**src/rtl/game_input_sequencer_if.sv**
```systemverilog
// Key levels from the PS2 side and game status/position outputs toward processor and VGA.
// The sequencer is the slave; the keyboard/processor side (or a bench) is the master.
interface game_input_sequencer_if;
    logic        move_left;
    logic        move_right;
    logic        fire;
    logic        pause;
    logic        game_over_in;
    logic        game_status;
    logic        paused;
    logic [1:0]  state;
    logic [31:0] spaceship_x;
    logic        fire_pulse;
    logic        tick;

    modport master (
        output move_left, move_right, fire, pause, game_over_in,
        input  game_status, paused, state, spaceship_x, fire_pulse, tick
    );

    modport slave (
        input  move_left, move_right, fire, pause, game_over_in,
        output game_status, paused, state, spaceship_x, fire_pulse, tick
    );
endinterface

```
**src/rtl/game_input_sequencer.sv**
```systemverilog
// Turns held PS2 key levels into tick-paced ship movement, rate-limited shots and the
// IDLE/PLAY/PAUSE/OVER game state; sole owner of game_status.
module game_input_sequencer #(
    parameter int TICK_DIV      = 500000,
    parameter int X_MIN         = 0,
    parameter int X_MAX         = 600,
    parameter int X_START       = 300,
    parameter int STEP          = 4,
    parameter int FIRE_COOLDOWN = 25
) (
    input  logic                   clock,
    input  logic                   resetn,
    game_input_sequencer_if.slave  bus
);

    localparam int CNT_W = (TICK_DIV > 1) ? $clog2(TICK_DIV) : 1;
    localparam int CD_W  = $clog2(FIRE_COOLDOWN + 1);

    typedef enum logic [1:0] {
        S_IDLE  = 2'd0,
        S_PLAY  = 2'd1,
        S_PAUSE = 2'd2,
        S_OVER  = 2'd3
    } state_t;

    state_t          r_state, w_state_nxt;
    logic [CNT_W-1:0] r_cnt;
    logic [9:0]      r_x, w_x_nxt;
    logic [CD_W-1:0] r_cd, w_cd_nxt;
    logic            r_fire_q, r_pause_q;
    logic            r_fire_pulse, w_fire_pulse_nxt;
    logic            r_tick;

    logic w_tick_now, w_pause_rise, w_fire_rise, w_go_left, w_go_right;

    assign w_tick_now   = (r_cnt == CNT_W'(TICK_DIV - 1));
    assign w_pause_rise = bus.pause & ~r_pause_q;
    assign w_fire_rise  = bus.fire & ~r_fire_q;
    assign w_go_left    = bus.move_left & ~bus.move_right;
    assign w_go_right   = bus.move_right & ~bus.move_left;

    always_ff @(posedge clock) begin
        if (!resetn) begin
            r_state      <= S_IDLE;
            r_cnt        <= '0;
            r_x          <= 10'(X_START);
            r_cd         <= '0;
            r_fire_pulse <= 1'b0;
            r_tick       <= 1'b0;
            r_fire_q     <= 1'b1;
            r_pause_q    <= 1'b1;
        end else begin
            r_state      <= w_state_nxt;
            r_cnt        <= w_tick_now ? '0 : r_cnt + CNT_W'(1);
            r_x          <= w_x_nxt;
            r_cd         <= w_cd_nxt;
            r_fire_pulse <= w_fire_pulse_nxt;
            r_tick       <= w_tick_now;
            r_fire_q     <= bus.fire;
            r_pause_q    <= bus.pause;
        end
    end

    always_comb begin
        w_state_nxt      = r_state;
        w_x_nxt          = r_x;
        w_cd_nxt         = r_cd;
        w_fire_pulse_nxt = 1'b0;
        case (r_state)
            S_IDLE: begin
                if (w_pause_rise) begin
                    w_state_nxt = S_PLAY;
                    w_x_nxt     = 10'(X_START);
                    w_cd_nxt    = '0;
                end
            end
            S_PLAY: begin
                // Clamp rather than wrap: compare before stepping so unsigned x never underflows.
                if (w_tick_now && w_go_left)
                    w_x_nxt = (r_x < 10'(X_MIN + STEP)) ? 10'(X_MIN) : r_x - 10'(STEP);
                else if (w_tick_now && w_go_right)
                    w_x_nxt = (r_x > 10'(X_MAX - STEP)) ? 10'(X_MAX) : r_x + 10'(STEP);

                // A shot is judged on the pre-decrement cooldown, and its reload beats the tick.
                if (w_fire_rise && (r_cd == '0)) begin
                    w_fire_pulse_nxt = 1'b1;
                    w_cd_nxt         = CD_W'(FIRE_COOLDOWN);
                end else if (w_tick_now && (r_cd != '0)) begin
                    w_cd_nxt = r_cd - CD_W'(1);
                end

                if (bus.game_over_in)
                    w_state_nxt = S_OVER;
                else if (w_pause_rise)
                    w_state_nxt = S_PAUSE;
            end
            S_PAUSE: begin
                if (w_pause_rise)
                    w_state_nxt = S_PLAY;
            end
            S_OVER: begin
                if (w_pause_rise)
                    w_state_nxt = S_IDLE;
            end
            default: w_state_nxt = S_IDLE;
        endcase
    end

    assign bus.state       = r_state;
    assign bus.game_status = (r_state == S_PLAY);
    assign bus.paused      = (r_state == S_PAUSE);
    assign bus.spaceship_x = {22'd0, r_x};
    assign bus.fire_pulse  = r_fire_pulse;
    assign bus.tick        = r_tick;

endmodule
```
**src/flat_wrapper.sv**
```systemverilog
// flat-port wrapper written by rule: the top's interface ports become plain ports
module game_input_sequencer_flat 
#(
    parameter int TICK_DIV      = 500000,
    parameter int X_MIN         = 0,
    parameter int X_MAX         = 600,
    parameter int X_START       = 300,
    parameter int STEP          = 4,
    parameter int FIRE_COOLDOWN = 25
)
  (clock, resetn, bus_move_left, bus_move_right, bus_fire, bus_pause, bus_game_over_in, bus_game_status, bus_paused, bus_state, bus_spaceship_x, bus_fire_pulse, bus_tick);
  game_input_sequencer_if bus_i ();
  input  logic clock;
  input  logic resetn;
  input wire logic [$bits(bus_i.move_left)-1:0] bus_move_left;
  input wire logic [$bits(bus_i.move_right)-1:0] bus_move_right;
  input wire logic [$bits(bus_i.fire)-1:0] bus_fire;
  input wire logic [$bits(bus_i.pause)-1:0] bus_pause;
  input wire logic [$bits(bus_i.game_over_in)-1:0] bus_game_over_in;
  output wire logic [$bits(bus_i.game_status)-1:0] bus_game_status;
  output wire logic [$bits(bus_i.paused)-1:0] bus_paused;
  output wire logic [$bits(bus_i.state)-1:0] bus_state;
  output wire logic [$bits(bus_i.spaceship_x)-1:0] bus_spaceship_x;
  output wire logic [$bits(bus_i.fire_pulse)-1:0] bus_fire_pulse;
  output wire logic [$bits(bus_i.tick)-1:0] bus_tick;
  assign bus_i.move_left = bus_move_left;
  assign bus_i.move_right = bus_move_right;
  assign bus_i.fire = bus_fire;
  assign bus_i.pause = bus_pause;
  assign bus_i.game_over_in = bus_game_over_in;
  assign bus_game_status = bus_i.game_status;
  assign bus_paused = bus_i.paused;
  assign bus_state = bus_i.state;
  assign bus_spaceship_x = bus_i.spaceship_x;
  assign bus_fire_pulse = bus_i.fire_pulse;
  assign bus_tick = bus_i.tick;
  game_input_sequencer #(.TICK_DIV(TICK_DIV), .X_MIN(X_MIN), .X_MAX(X_MAX), .X_START(X_START), .STEP(STEP), .FIRE_COOLDOWN(FIRE_COOLDOWN)) u_core (.clock(clock), .resetn(resetn), .bus(bus_i));
endmodule
```
**config.mk**
```make
export PLATFORM = sky130hd
export DESIGN_NAME = game_input_sequencer_flat
export DESIGN_NICKNAME = d
export VERILOG_FILES = /design/src/rtl/game_input_sequencer_if.sv /design/src/rtl/game_input_sequencer.sv /design/src/flat_wrapper.sv
export SDC_FILE = /design/constraint.sdc
export NUM_CORES = 1
export LEC_CHECK = 0
export ABC_AREA = 1
export BUFFER_PORTS_ARGS = -buffer_cell sky130_fd_sc_hd__buf_2
export CORE_UTILIZATION = 60
export CTS_CLUSTER_DIAMETER = 120
export DETAILED_ROUTE_END_ITERATION = 12
export PLACE_DENSITY = 0.87
export SYNTH_ARGS = -nofsm -noshare
export SYNTH_HDL_FRONTEND = slang
export SYNTH_SLANG_ARGS = --single-unit
```
**constraint.sdc**
```tcl
create_clock -name clock -period 2.6 [get_ports clock]
set_input_delay 0.13 -clock clock [delete_from_list [all_inputs] [get_ports clock]]
set_output_delay 0.13 -clock clock [all_outputs]
set_load 0.01 [all_outputs]
```
==> reports/qor.yml, run 1 <==
run_status:
  outcome: "complete, no violations"
placed_design:
  gp_congestion: 1.004
  place_area_um2: 2571
  place_hpwl_um: 3733
  numPortBuffers: 20
power_and_ir_drop:
  p_leak_nw: 1.216
  p_seq_share_pct: 49.3
  internal-power_mw: 0.8919
  powerDensity_nw_per_um2: 484.3
  pwr-share-clk_pct: 31.6
  switching_share_pct: 30.60
  comb_power_share_pct: 19.1
  peakVddDrop_mv: 0.3879
  p_sw_mw: 0.3932
finish:
  fillCellCount: 357
  num_antenna_cells: 0
  layout.nets: 407
  drive_gt1_share_pct: 12.72
  multiInputGateArea_um2: 1441
  syn_to_final_growth_pct: 5.575
  seq_area_um2: 760.7
  design_area_um2: 2654
sta:
  setup_viol: 0
  fmax_mhz: 535.7
  fin_setup_tns_ns: 0
  rsz0062_at_grt: "false"
  tightest_slew_ns: 0.5559
  hold_viol: 0
  period_minus_slack_ns: 1.867
  slew_headroom_pct: 62.71
  fin_skew_ns: 0.007704
  drv_slew: 0
  period_share_pct: 71.80
detailed_routing:
  drt_pass1_iterations: 5
  via_count: 2345
  wl_per_cell_um: 11.59
  drc: 0
  viasPerCell: 5.293
  totalWireLength_um: 5136
  dr.first_iter.drc_count: 286
  drtAntennaViolNets: 0
die:
  io_pins: 45
  initial_core_util_pct: 62.84
  rows: 23
  die_area_um2: 4452
  fp.dieH_um: 66.73
  die_x_um: 66.73
  core_um2: 4000
critical_path:
  critPathMaxFanout: 7
  critPathMaxStageDelay_ns: 0.38
  reg2reg_to: "u_core.r_x[4]$_SDFFE_PN0P_"
  cp.required_ns: 2.79
  cp-start-kind: "register"
  criticalPathCategory: "register to register"
  rr_startpoint: "u_core.r_x[2]$_SDFFE_PN1P_"
  worstPathCellList: "inv_1 > ha_1 > inv_1 > nor2_1 > nand3_1 > o21ai_0 > nand2_1 > nand3_1 > nand2_1 > inv_1 > nor2_1"
  crit_top_cell: "inv_1"
  cp_data_arrival_time_ns: 2.06
  cp_top_family: "simple AND/OR/NAND/NOR gates"
  reg2reg_depth: 11
  r2r_slack_ns: 0.73
  end_kind: "register"
  cp_num_buf_inv: 3
  cpMaxStageDelayCell: "dfxtp_1"
run:
  max_cap_violations: 0
clock_tree:
  clock_path_buffers: 2
  cts_setup_buffers: 0
  cts_made_buffers: 5
  clock_latency_ns: 0.29
  clk_pin_slew_worst_paths_ns: 0.08
  clkSinkCount: 38
  cts_root_buf: "clkbuf_8"
  cts_tree: "yes"
  cts-hold-fix-buffers: 0
  cts-resized-gates: 0
  htree_num_levels: 2
worst_hold_path:
  holdPathEnd: "u_core.r_fire_q$_SDFF_PN1_"
  min_path_type: "input port to register"
  hold_start: "bus_fire"
  hold_depth: 3
yosys:
  synth_top_cell_by_area: "dfxtp_1"
  synth_seq_cells: 38
  ys_async_sr_fraction_pct: 0
  synthTopCellsByArea: "dfxtp_1, nand2_1, buf_4"
  seq_area_frac_synth_pct: 30.26
  synth_top_area_share_pct: 30.26
  syn-mean-instance-area_um2: 6.775
  synth-edff-count: 0
  yosysMostFrequentCell: "nand2_1"
  synth_top_flop_cell: "dfxtp_1"
  yosys_warnings: 0
  netlist_instances: 371
  syn-cell-area_um2: 2514
  synth_cell_types: 33
  yosys-top-cells-count: "nand2_1, inv_1, nor2_1"
global_routing:
  antenna_found_initial: 0
  grt_overflow: 0
  gr-usage-all-layers_pct: 26.70
  grt_max_degree: 18
  grt_pass1_vias: 2146
  grt_pass1_wl_um: 9094
==> power groups by stage <==
| stage | clock network (mW) | registers, mW | logic [mW] |
|---|---|---|---|
| after detailed placement | 0 | 0.647 | 0.238 |
| after global routing | 0.440 | 0.637 | 0.278 |
| after global placement | 0 | 0.645 | 0.231 |
| final | 0.406 | 0.634 | 0.245 |
| after floorplan | 0 | 0.645 | 0.204 |
| after CTS | 0.413 | 0.633 | 0.241 |
==> final cells by class <==
cell class | count | share of cell area [%]
clock buffer | 6 | 3.112
inverter | 53 | 7.496
multi-input combinational | 275 | 54.31
sequential | 38 | 28.67
tap | 50 | 2.357
timing repair buffer | 21 | 4.055
==> layer usage <==
metal	up-vias	track usage (%)	routed length [um]	part of all wire, %
li1	1176	-	-	-
met1	1056	34.03	2372	46
met5	-	0	0	0
met3	6	5.651	341	6.6
met2	107	42.55	2359	46
met4	0	12.50	62	1.2
==> worst reg2reg max path: cells and delay by family, from the launching register on <==
family / cells / cell delay [ns]
adder cells (fa/ha/maj): 1 / 0.19
AO/OA/AOI/OAI: 1 / 0.18
buffers and inverters: 3 / 0.27
AND/OR/NAND/NOR: 6 / 0.75
flip-flops: 1 / 0.38
==> sequential cells by signal, indices dropped and copies added, names as in the netlist <==
register / count
u_core.bus.fire_pulse: 1
u_core.r_x: 8
u_core.r_fire_q: 1
u_core.r_pause_q: 1
u_core.r_cd: 5
u_core.r_cnt: 19
u_core.bus.state: 2
u_core.bus.tick: 1
==> cell usage in the layout, fill, tap and decap left out, drive strengths merged <==
cell type / instances
a21oi: 25
buf: 21
clkbuf: 6
clkinv: 2
conb: 24
dfxtp: 38
ha: 6
inv: 51
nand2: 76
nand3: 34
nand4: 8
nor2: 51
nor3: 14
nor4: 1
o21ai: 17
o31ai: 1
or2: 1
xnor2: 2
xor2: 15
==> worst max path at each step <==
stage / start / endpoint / slack [ns] / cells past startpoint
after floorplan: u_core.r_x[2]$_SDFFE_PN1P_ / u_core.r_x[8]$_SDFFE_PN1P_ / 0.98 / 10
after global placement: u_core.r_cnt[0]$_SDFF_PP0_ / u_core.r_cnt[18]$_SDFF_PP0_ / 0.90 / 8
after detailed placement: u_core.r_x[2]$_SDFFE_PN1P_ / u_core.r_x[4]$_SDFFE_PN0P_ / 0.82 / 11
after CTS: u_core.r_x[2]$_SDFFE_PN1P_ / u_core.r_x[4]$_SDFFE_PN0P_ / 0.80 / 11
after global routing: u_core.r_x[2]$_SDFFE_PN1P_ / u_core.r_x[4]$_SDFFE_PN0P_ / 0.56 / 11
final: u_core.r_x[2]$_SDFFE_PN1P_ / u_core.r_x[4]$_SDFFE_PN0P_ / 0.73 / 11
==> logic make-up (layout without fill, tap and decap cells) <==
| logic type | after synthesis | after routing | synth area share [%] |
|---|---|---|---|
| simple gates | 185 | 185 | 35.29 |
| flops | 38 | 38 | 30.26 |
| fa+ha+maj | 6 | 6 | 2.986 |
| buf+inv | 81 | 80 | 15.83 |
| xor+xnor | 17 | 17 | 5.924 |
| compound gates | 43 | 43 | 9.557 |
| other cells | 1 | 24 | 0.1492 |
==> through the flow <==
stage                     worst slack [ns]  total power [mW]  std cells  util [%]  hold slack [ns]
after CTS                           0.8027             1.287        443     66.34          0.02050
after global placement              0.8959            0.8758        437     64.28           0.3157
after global routing                0.5618             1.355        443     66.34          0.02573
final                               0.7331             1.285        443     66.34          0.02904
after floorplan                     0.9812            0.8492        394         -           0.1987
after detailed placement            0.8192            0.8844        437     64.28           0.3235
(Power assumes the default switching activity.)
==> inputs of run 2 (changes only) <==
CORE_UTILIZATION = 51   (was 60)
PLACE_DENSITY = 0.79   (was 0.87)
clock period = 1.7 ns   (was 2.6 ns; I/O delays follow)
==> run 2 against run 1 <==
The run now ends with DRC left. Global-route usage decreased by 5.4 points. Sequential power increased by 53%. Cell count increased by 8.6%. Count of clock-buffer cells in the layout increased by 1. Non-clock buffer count increased by 19. Die area increased by 17%. Design area increased by 10%. Hold slack got worse by 0.013 ns. Routed wire length increased by 6.9%.
==> reports/qor.yml, run 2 (same netlist as run 1, synthesis figures left out) <==
run_status:
  outcome: "finished, violations left"  # was complete, no violations
  violations: "DRC"
sta:
  period_share_pct: 96.06  # was 71.80%
  fin_skew_ns: 0.005683  # was 0.007704 ns
  drv_slew: 0  # unchanged
  fmax_mhz: 612.3  # was 535.7 MHz
  hold_slack_ns: 0.01612  # was 0.02904 ns
  hold_viol: 0  # unchanged
  period_minus_slack_ns: 1.633  # was 1.867 ns
  setup_viol: 0  # unchanged
  rsz0062_at_grt: "true"  # was false
finish:
  layout.nets: 426  # was 407
  num_antenna_cells: 0  # unchanged
  drive_gt1_share_pct: 22.22  # was 12.72%
  syn_to_final_growth_pct: 16.43  # was 5.575%
  largest_register_ffs: 19  # unchanged
  final_common_cell: "nand2_1"  # unchanged
  reg_top3: "u_core.r_cnt: 19 flops, u_core.r_x: 8 flops, u_core.r_cd: 5 flops"  # unchanged
  final_cell_mix: "nand2_1, inv_1, nor2_1"  # unchanged
  regMostFlops: "u_core.r_cnt"  # unchanged
detailed_routing:
  drtAntennaViolNets: 0  # unchanged
  top_layer: "met4"  # unchanged
  dr_wl_met2_um: 2588  # was 2359 um
  wl_met3_um: 304  # was 341 um
  totalWireLength_um: 5488  # was 5136 um
  wl_per_cell_um: 11.41  # was 11.59 um
  wl_met1_um: 2554  # was 2372 um
  dr.first_iter.drc_count: 244  # was 286
  via_count: 2406  # was 2345
  drt_pass1_iterations: 10  # was 5
  viasPerCell: 5.002  # was 5.293
  drc: 2  # was 0
critical_path:
  cp.required_ns: 1.93  # was 2.79 ns
  cp_data_arrival_time_ns: 1.86  # was 2.06 ns
  end_kind: "register"  # unchanged
  cp-start-kind: "register"  # unchanged
  criticalPathCategory: "register to register"  # unchanged
  critPathMaxFanout: 6  # was 7
clock_tree:
  clock_latency_ns: 0.29  # about the same
  cts_root_buf: "clkbuf_8"  # unchanged
  clock_path_buffers: 2  # unchanged
  htree_num_levels: 2  # unchanged
  cts_made_buffers: 5  # unchanged
  cts_tree: "yes"  # unchanged
  clkSinkCount: 38  # unchanged
  clk_pin_slew_worst_paths_ns: 0.08  # about the same
die:
  die_x_um: 72.21  # was 66.73 um
  io_pins: 45  # unchanged
  fp.dieH_um: 72.21  # was 66.73 um
  rows: 25  # was 23
  core_um2: 4723  # was 4000 um^2
  initial_core_util_pct: 53.22  # was 62.84%
  die_area_um2: 5214  # was 4452 um^2
global_routing:
  antenna_found_initial: 0  # unchanged
  grt_pass1_vias: 2063  # was 2146
  grt_max_degree: 17  # was 18
  grt_overflow: 0  # unchanged
  grt_pass1_wl_um: 8887  # was 9094 um
  gr-usage-all-layers_pct: 21.31  # was 26.70%
power_and_ir_drop:
  powerDensity_nw_per_um2: 703.0  # was 484.3 nW/um^2
  p_leak_nw: 1.344  # was 1.216 nW
  p_total_mw: 2.057  # was 1.285 mW
  peakVddDrop_mv: 0.7731  # was 0.3879 mV
worst_hold_path:
  min_path_type: "input port to register"  # unchanged
placed_design:
  place_hpwl_um: 3818  # was 3733 um
  numPortBuffers: 20  # unchanged
  gp_congestion: 0.9528  # was 1.004
run:
  max_cap_violations: 0  # unchanged
==> run 2: cell types whose count changed in the layout (fill, tap and decap cells not counted), moves of 3 or more <==
cell	previous run	this run
dfxtp_1	38	30
nor2_1	44	39
inv_1	47	44
buf_4	1	17
nor2_2	4	8
dfxtp_2	0	7
inv_2	4	7
==> run 2: final timing paths <==
check | slack, ns | from | cells after the start | end
worst min-delay path | 0.02 | resetn | 2 | u_core.r_pause_q$_SDFF_PN1_
worst max register to register | 0.07 | u_core.r_cnt[1]$_SDFF_PP0_ | 9 | u_core.r_cd[3]$_SDFFE_PN0P_
worst min register to register | 0.47 | u_core.r_cd[3]$_SDFFE_PN0P_ | 2 | u_core.r_cd[3]$_SDFFE_PN0P_
worst max-delay path | 0.07 | u_core.r_cnt[1]$_SDFF_PP0_ | 9 | u_core.r_cd[3]$_SDFFE_PN0P_
==> run 2: final cells by class <==
cell class | count | area, um^2
clock buffer | 7 | 86.33
clock inverter | 1 | 5.005
fill | 428 | 1797
inverter | 53 | 202.7
multi-input combinational | 275 | 1508
sequential | 38 | 773.2
tap | 67 | 83.83
timing repair buffer | 40 | 267.8
==> run 2: what timing repair did <==
action,in CTS,in global routing
hold endpoints to repair,2,0
hold buffers,2,0
buffers inserted,0,7
resized for setup,1,29
setup endpoints to repair,3,26
pin swaps,0,5
==> run 2: critical path, stage by stage (launching register included) <==
cell and delay (ns):
dfxtp_2 0.36, ha_4 0.15, nand3_4 0.12, inv_2 0.10, nand3_4 0.13, nor2_8 0.20, nand2_4 0.07, a21oi_4 0.21
nand3_1 0.11, a21oi_1 0.13
==> run 2: per-layer routing <==
metal | vias up | track usage [%]
li1 | 1214 | -
met1 | 1091 | 27.77
met2 | 95 | 35.72
met3 | 6 | 4.167
met4 | 0 | 6.318
met5 | - | 0
==> run 2: power breakdown <==
group          switching [mW]  internal (mW)
logic                   0.262          0.164
clock network           0.335          0.328
registers              0.0415          0.927
total                   0.638           1.42
==> run 2: metrics by stage <==
step / area [um^2] / TNS [ns] / instances / utilization (%) / setup slack, ns
2_1_floorplan: 2600 / 0 / 394 / - / 0.08115
3_3_place_gp: 2668 / 0 / 464 / 56.48 / 0.04053
3_5_place_dp: 2668 / 0 / 464 / 56.48 / 0.0003743
4_1_cts: 2781 / 0 / 474 / 58.89 / 0.003805
5_1_grt: 2927 / -0.2884 / 481 / 61.96 / -0.06899
6_report: 2927 / 0 / 481 / 61.96 / 0.06693
